$ cat config.mk
export PLATFORM = sky130hd
export DESIGN_NAME = dg_pc_stack_unit
export DESIGN_NICKNAME = d
export VERILOG_FILES = /design/src/rtl/dg_pc_stack_unit.sv
export SDC_FILE = /design/constraint.sdc
export NUM_CORES = 1
export LEC_CHECK = 0
export CAP_MARGIN = 20
export CORE_MARGIN = 4
export CORE_UTILIZATION = 55
export CTS_CLUSTER_DIAMETER = 120
export DETAILED_ROUTE_END_ITERATION = 6
export GPL_TIMING_DRIVEN = 0
export PLACE_DENSITY_LB_ADDON = 0.08
export SETUP_SLACK_MARGIN = 0.2
export SLEW_MARGIN = 15
export SYNTH_ARGS = -nofsm -noshare
export SYNTH_HDL_FRONTEND = slang
export SYNTH_SLANG_ARGS = --single-unit
$ cat constraint.sdc
create_clock -name clk_in -period 1.5 [get_ports clk_in]
set_input_delay 0.3 -clock clk_in [delete_from_list [all_inputs] [get_ports clk_in]]
set_output_delay 0.3 -clock clk_in [all_outputs]
set_load 0.01 [all_outputs]
$ cat src/rtl/dg_pc_stack_unit.sv
// Program counter (LFSR-sequenced in-page offset + page) with return stack for DG00xx controllers.
// Optional: define DG_PC_LOCKUP_RECOVER_EN to escape the all-ones offset lock-up state.
module dg_pc_stack_unit #(
    parameter int                PL_W      = 6,
    parameter int                PU_W      = 4,
    parameter int                DEPTH     = 4,
    parameter logic [PL_W-1:0]   TAP       = 6'b000011,
    parameter logic [PU_W-1:0]   CALL_PAGE = 4'b1111,
    localparam int               DW        = $clog2(DEPTH+1)
) (
    input  logic                 clk_in,
    input  logic                 RESET,
    input  logic                 adv,
    input  logic [2:0]           op,
    input  logic [PL_W-1:0]      tgt,
    input  logic [PU_W-1:0]      page_in,
    input  logic                 clr_flags,
    output logic [PU_W+PL_W-1:0] pc,
    output logic [DW-1:0]        depth,
    output logic                 ovf,
    output logic                 unf,
    output logic                 page_pend
);
    localparam logic [2:0] OP_JMP     = 3'd1;
    localparam logic [2:0] OP_CALL    = 3'd2;
    localparam logic [2:0] OP_RET     = 3'd3;
    localparam logic [2:0] OP_SETPAGE = 3'd4;

    logic [PL_W-1:0]      pl;
    logic [PU_W-1:0]      pu;
    logic [PU_W-1:0]      pend_pg;
    logic [PU_W+PL_W-1:0] stack [DEPTH];
    logic [PL_W-1:0]      pl_succ;
    logic                 full;
    logic                 empty;
    logic                 push;
    logic                 pop;

    // Sequential successor; the recovery build maps the all-ones fixed point to zero.
    always_comb begin
        pl_succ = {~^(pl & TAP), pl[PL_W-1:1]};
`ifdef DG_PC_LOCKUP_RECOVER_EN
        if (&pl)
            pl_succ = '0;
`endif
    end

    assign full  = (depth == DW'(DEPTH));
    assign empty = (depth == '0);
    assign push  = (op == OP_CALL);
    assign pop   = (op == OP_RET);
    assign pc    = {pu, pl};

    always_ff @(posedge clk_in or negedge RESET) begin
        if (!RESET) begin
            pl        <= '0;
            pu        <= '0;
            pend_pg   <= '0;
            depth     <= '0;
            ovf       <= 1'b0;
            unf       <= 1'b0;
            page_pend <= 1'b0;
            for (int i = 0; i < DEPTH; i++)
                stack[i] <= '0;
        end else begin
            // Setting events take precedence over a same-cycle clear.
            ovf <= (ovf & ~clr_flags) | (push & full);
            unf <= (unf & ~clr_flags) | (pop & empty);
            case (op)
                OP_JMP: begin
                    pl        <= tgt;
                    page_pend <= 1'b0;
                    if (page_pend)
                        pu <= pend_pg;
                end
                OP_CALL: begin
                    pl        <= tgt;
                    pu        <= page_pend ? pend_pg : CALL_PAGE;
                    page_pend <= 1'b0;
                    stack[0]  <= {pu, pl_succ};
                    for (int i = 1; i < DEPTH; i++)
                        stack[i] <= stack[i-1];
                    if (!full)
                        depth <= depth + 1'b1;
                end
                OP_RET: begin
                    {pu, pl} <= stack[0];
                    // Bottom entry keeps its value, so over-popping returns a stale duplicate.
                    for (int i = 0; i < DEPTH-1; i++)
                        stack[i] <= stack[i+1];
                    if (!empty)
                        depth <= depth - 1'b1;
                end
                OP_SETPAGE: begin
                    pend_pg   <= page_in;
                    page_pend <= 1'b1;
                    if (adv)
                        pl <= pl_succ;
                end
                default: begin
                    if (adv)
                        pl <= pl_succ;
                end
            endcase
        end
    end
endmodule

==> reports/metrics.cfg, run 1 <==
[power]
total_power_mw = 4.97
leakagePower_nw = 1.69
ir_drop_uv = 763
pwr_density_cell_mw_per_mm2 = 1360

[clock_tree]
clock_sinks = 60
cts_buffer_depth = 2
cts_hold_buffers = 0
htreeDepth = 3
cts_buffers = 9
cts_tree = done
clk_pin_slew_ps = 60
worstSkewPairLatency_ps = 330
cts-root-buf = clkbuf_8

[routing]
drt-pass1-iter-count = 5
vias = 2269
drc = 0
wl_um = 7490
vias_per_cell = 5.73
wl_per_cell_um = 18.9
drtIter0Drc = 128
ant_nets = 0

[worst_setup_path]
r2r_end = depth[2]$_DFFE_PN0P_
arrival_ps = 1610
critPathLaunch = depth[1]$_DFFE_PN0P_
cp.required_ps = 1700
reg2reg_depth = 6
startpoint_type = flop
max_stage_delay_ps = 390
cp_slowest_cell = dfrtp_1
worstSetupEndpoint = depth[2]$_DFFE_PN0P_
cp_num_buf_inv = 1
cp_top_family = compound AO/OA/AOI/OAI gates
setup.worst_path.class = reg2reg
cp_cell_sequence = inv_2, xnor2_2, ha_2, o21a_1, o31ai_2, o211ai_1
critical_path_peak_fanout = 3
path_depth = 6
r2r_slack_ps = 90
reg2reg_from = depth[1]$_DFFE_PN0P_
cp-end-kind = flop

[job]
cap_violations = 0

[timing]
holdWs_ps = 25.8
tightest_slew_ps = 760
slew_viol_final = 0
period_share = 0.938
fin_tns_setup_ps = 0
timing.fmax_ghz = 0.711
post-route-min-period_ps = 1410
hold_viol_final = 0
setup_viol = 0
fin_worst_skew_ps = 4.90
setup_ws_ps = 93.1
rsz0062_at_grt = yes
slew_headroom = 0.493

[synthesis]
syn_inst = 266
ys_warn_count = 0
synth_edf_count = 0
ys_async_sr_fraction = 1.00
ys_seq_elements = 60
synth_area_mm2 = 0.00296
synth_seq_area_share = 0.508
avgSynthCellArea_um2 = 11.1
synth_fp_nets = 284
synth_flop_cell = dfrtp_1
synth_cell_types = 38

[floorplanning]
die_w_um = 81.3
core.rowCount = 26
io_pins = 33
die_y_um = 81.3
initial_core_util = 0.572
die_area_mm2 = 0.00661
core_area_mm2 = 0.00517

[layout]
diodes = 0
finish.utilization = 0.708
syn_to_final_growth_pct = 23.9
fillCellCount = 375
nets = 343
final_cell_mix = 59 x dfrtp_1, 32 x nand2_1, 31 x mux2i_1, 31 x o21ai_0, 24 x buf_4
drive_above_1_share = 0.242
final_common_cell = dfrtp_1

[min_path]
hold_path_class = in2async

[placement]
place.gp.congestion = 0.888
dpl.hpwl_um = 4910
port_buffers = 30
place_ws_ps = -936

[global_routing]
grt_max_degree = 61
grt_pass1_vias = 2309
grtUsageTotal = 0.257
globalRoute.totalOverflow = 0
antenna_found_initial = 0
grt_pass1_wl_um = 12500

[run_status]
status = finished clean

## worst register-to-register path, delay by kind of cell (launching register included)
| family | cells | cell delay (ps) |
|---|---|---|
| AO/OA/AOI/OAI | 3 | 490 |
| XOR/XNOR | 1 | 130 |
| adder cells (fa/ha/maj) | 1 | 200 |
| buffers and inverters | 1 | 70 |
| flip-flops | 1 | 390 |
## synthesized netlist by cell type (all sizes together) (6+ instances only)
library cell,instances,area (µm²)
a32o,6,60.1
buf,13,92.6
dfrtp,60,1500
inv,7,26.3
mux2,15,203
mux2i,31,310
nand2,32,120
nand2b,8,50.1
nor2,8,37.5
o21ai,31,155
o22ai,9,56.3
## per-stage QoR
stage	instance area, µm²	cells
after floorplan	2990	266
after global placement	3380	366
after detailed placement	3370	366
after CTS	3670	396
after global routing	3660	396
final	3660	396
## how the worst min path moves through the flow
stage	depth (start not counted)	from	to	slack [ps]
2_1_floorplan	0	RESET	depth[0]$_DFFE_PN0P_	4
3_3_place_gp	1	ovf$_DFF_PN0_	ovf$_DFF_PN0_	480
3_5_place_dp	1	RESET	ovf$_DFF_PN0_	420
4_1_cts	1	RESET	pend_pg[2]$_DFFE_PN0P_	60
5_1_grt	1	RESET	ovf$_DFF_PN0_	90
6_report	1	RESET	ovf$_DFF_PN0_	30
## kinds of logic (layout without fill, tap and decap cells)
kind of cell,count (synthesis),count (layout),share of synthesized area
compound gates,66,66,0.147
simple gates,64,64,0.109
flops,60,60,0.508
mux,46,46,0.174
buf+inv,25,85,0.0466
xor+xnor,4,4,0.0118
fa+ha+maj,1,1,0.00423
## metal layers
metal / global-route usage / vias to the layer above / part of all wire
li1: - / 1077 / -
met1: 0.356 / 1118 / 0.45
met2: 0.401 / 59 / 0.48
met3: 0.0432 / 15 / 0.041
met4: 0.105 / 0 / 0.023
met5: 0 / - / 0
## power by group
group | total [mW] | switching [mW] | internal [mW]
combinational | 1.46 | 0.676 | 0.781
sequential | 2.33 | 0.317 | 2.01
clock | 1.18 | 0.572 | 0.609
## area by class of cell
type                    instances  area (µm²)  area share
flip-flops and latches         60        1500       0.410
plain buffers                  18         135      0.0369
multi-input cells             181        1360       0.371
clock buffers                  12         145      0.0396
inverters                       7        26.3     0.00717
well taps                      70        87.6      0.0239
repair buffers                 48         407       0.111
## flip-flops by register name, summed over array words and instances (netlist names)
name       cells
pu             4
ovf            1
unf            1
stack         40
depth          3
page_pend      1
pend_pg        4
pl             6
## repair_timing
item | 4_1_cts | 5_1_grt
setup endpoints to repair | 75 | 14
gates resized for setup | 40 | 12
hold endpoints to repair | 0 | 0
pin swaps | 6 | 3
cloned | 0 | 0
buffers inserted | 18 | 0
Power figures use the tool's default switching activity.
==> inputs of run 2 (changes only) <==
Settings changed: ABC_CLOCK_PERIOD_IN_PS set to 1500.
==> results of run 2 <==
No change in the layout: final DEF, timing and power equal those of run 1.
==> inputs of run 3 (changes only) <==
Settings changed: MAX_ROUTING_LAYER set to met4, TNS_END_PERCENT set to 50.
==> reports/metrics.cfg, run 3 (synthesis gave the netlist of run 1 again) <==
[timing]
slew_headroom = 0.506  ; +0.0124
hold_viol_final = 0  ; unchanged
rsz0062_at_grt = yes
fin_worst_skew_ps = 4.79  ; -0.109 ps
timing.fmax_ghz = 0.709  ; -0.19%
post-route-min-period_ps = 1410  ; +2.71 ps
setup_viol = 0  ; unchanged
tightest_slew_ps = 741  ; -18.6 ps
slew_viol_final = 0  ; unchanged
period_share = 0.940  ; +0.00180
holdWs_ps = 29.6  ; +3.85 ps

[worst_setup_path]
cp_top_family = compound AO/OA/AOI/OAI gates
cp_num_buf_inv = 1  ; unchanged
arrival_ps = 1610  ; about the same
cp-end-kind = flop
setup.worst_path.class = reg2reg
max_stage_delay_ps = 400  ; about the same
r2r_slack_ps = 90  ; about the same
startpoint_type = flop
cp_cell_sequence = inv_2, xnor2_2, ha_2, o21a_1, o31ai_2, o211ai_1
cp.required_ps = 1700  ; about the same
cp_slowest_cell = dfrtp_1
critical_path_peak_fanout = 3  ; unchanged

[layout]
final_cell_mix = 59 x dfrtp_1, 32 x nand2_1, 31 x mux2i_1, 31 x o21ai_0, 24 x buf_4
final_area_mm2 = 0.00369  ; +0.65%
diodes = 0  ; unchanged
regMostFlops = stack
drive_above_1_share = 0.227  ; -0.0153
nets = 343  ; unchanged
largestRegisters = stack x40, pl x6
syn_to_final_growth_pct = 24.7
final_common_cell = dfrtp_1
fillCellCount = 376  ; +0.27%
largest_reg_flops = 40  ; unchanged

[floorplanning]
die_area_mm2 = 0.00661  ; unchanged
die_w_um = 81.3  ; unchanged
die_y_um = 81.3  ; unchanged
initial_core_util = 0.572  ; unchanged
core.rowCount = 26  ; unchanged
core_area_mm2 = 0.00517  ; unchanged
io_pins = 33  ; unchanged

[power]
pwr_density_cell_mw_per_mm2 = 1350  ; -0.22%
leakagePower_nw = 1.69  ; +0.16%
ir_drop_uv = 760  ; -0.30%

[global_routing]
grt_pass1_wl_um = 12500  ; unchanged
globalRoute.totalOverflow = 0  ; unchanged
grt_pass1_vias = 2299  ; -0.43%
grt_max_degree = 61  ; unchanged
grtUsageTotal = 0.265  ; +0.00798
antenna_found_initial = 0  ; unchanged

[placement]
port_buffers = 30  ; unchanged
dpl.hpwl_um = 4910  ; unchanged
placed_cell_area_mm2 = 0.00337  ; unchanged
place.gp.congestion = 0.903  ; +1.7%

[routing]
vias = 2284  ; +0.66%
wl_um = 7540  ; +0.64%
drtIter0Drc = 131  ; +2.3%
drt-pass1-iter-count = 4  ; -1
wl_per_cell_um = 19.0  ; +0.64%
vias_per_cell = 5.77  ; +0.66%
drc = 0  ; unchanged
ant_nets = 0  ; unchanged

[min_path]
hold_path_class = in2async

[clock_tree]
cts_tree = done
clock_sinks = 60  ; unchanged
htreeDepth = 3  ; unchanged
clk_pin_slew_ps = 60  ; about the same
cts_buffer_depth = 2  ; unchanged
cts-root-buf = clkbuf_8
worstSkewPairLatency_ps = 330  ; about the same
cts_buffers = 9  ; unchanged

[run_status]
status = finished clean

[job]
cap_violations = 0  ; unchanged

run 3: cell count changes in the layout (fill, tap and decap cells not counted):
cell	delta
clkbuf_2	-5
clkdlybuf4s15_1	+4
dlygate4sd2_1	+1
run 3: layout make-up:
class	count	area (µm²)	area share
Clock buffer	12	145	0.0394
Inverter	7	26.3	0.00713
Timing Repair Buffer	48	430	0.117
Multi-Input combinational cell	181	1360	0.369
Sequential cell	60	1500	0.408
Tap cell	70	87.6	0.0238
Buffer	18	135	0.0366
run 3: final timing paths:
check	start	depth (start not counted)	to
worst max-delay path	depth[1]$_DFFE_PN0P_	6	depth[2]$_DFFE_PN0P_
worst min-delay path	RESET	1	ovf$_DFF_PN0_
worst max register to register	depth[1]$_DFFE_PN0P_	6	depth[2]$_DFFE_PN0P_
worst min register to register	ovf$_DFF_PN0_	1	ovf$_DFF_PN0_
max in group asynchronous	RESET	1	depth[2]$_DFFE_PN0P_
min in group clk_in	op[1]	2	page_pend$_DFFE_PN0P_
run 3: what timing repair did:
action                                  4_1_cts  5_1_grt
endpoints found under the hold margin         0        0
endpoints found under the setup margin       75       16
resized for setup                            38        8
hold buffers                                  0        0
pin swaps                                     6        2
setup buffers                                17        1
run 3: power by group:
part	internal, mW	switching [mW]	total (mW)	leakage (nW)
Clock	0.609	0.576	1.18	0.0743
Combinational	0.798	0.677	1.48	0.845
Sequential	2.01	0.315	2.33	0.770
Total	3.42	1.57	4.99	1.69
run 3: per-layer routing:
metal  wire length (µm)  global-route usage
met1               3330               0.358
met2               3700               0.401
met3                335              0.0421
met4                168               0.105
met5                  0                   -
run 3: metrics by stage:
stage | setup WS [ps] | instances | power (mW) | util | TNS, ps
after floorplan | -153 | 266 | 3.10 | - | -153
after global placement | -1790 | 366 | 3.58 | 0.653 | -128320
after detailed placement | -936 | 366 | 3.65 | 0.652 | -22620
after CTS | 96.4 | 395 | 4.96 | 0.708 | 0
after global routing | 12.3 | 396 | 5.29 | 0.713 | 0
final | 90.4 | 396 | 4.99 | 0.713 | 0
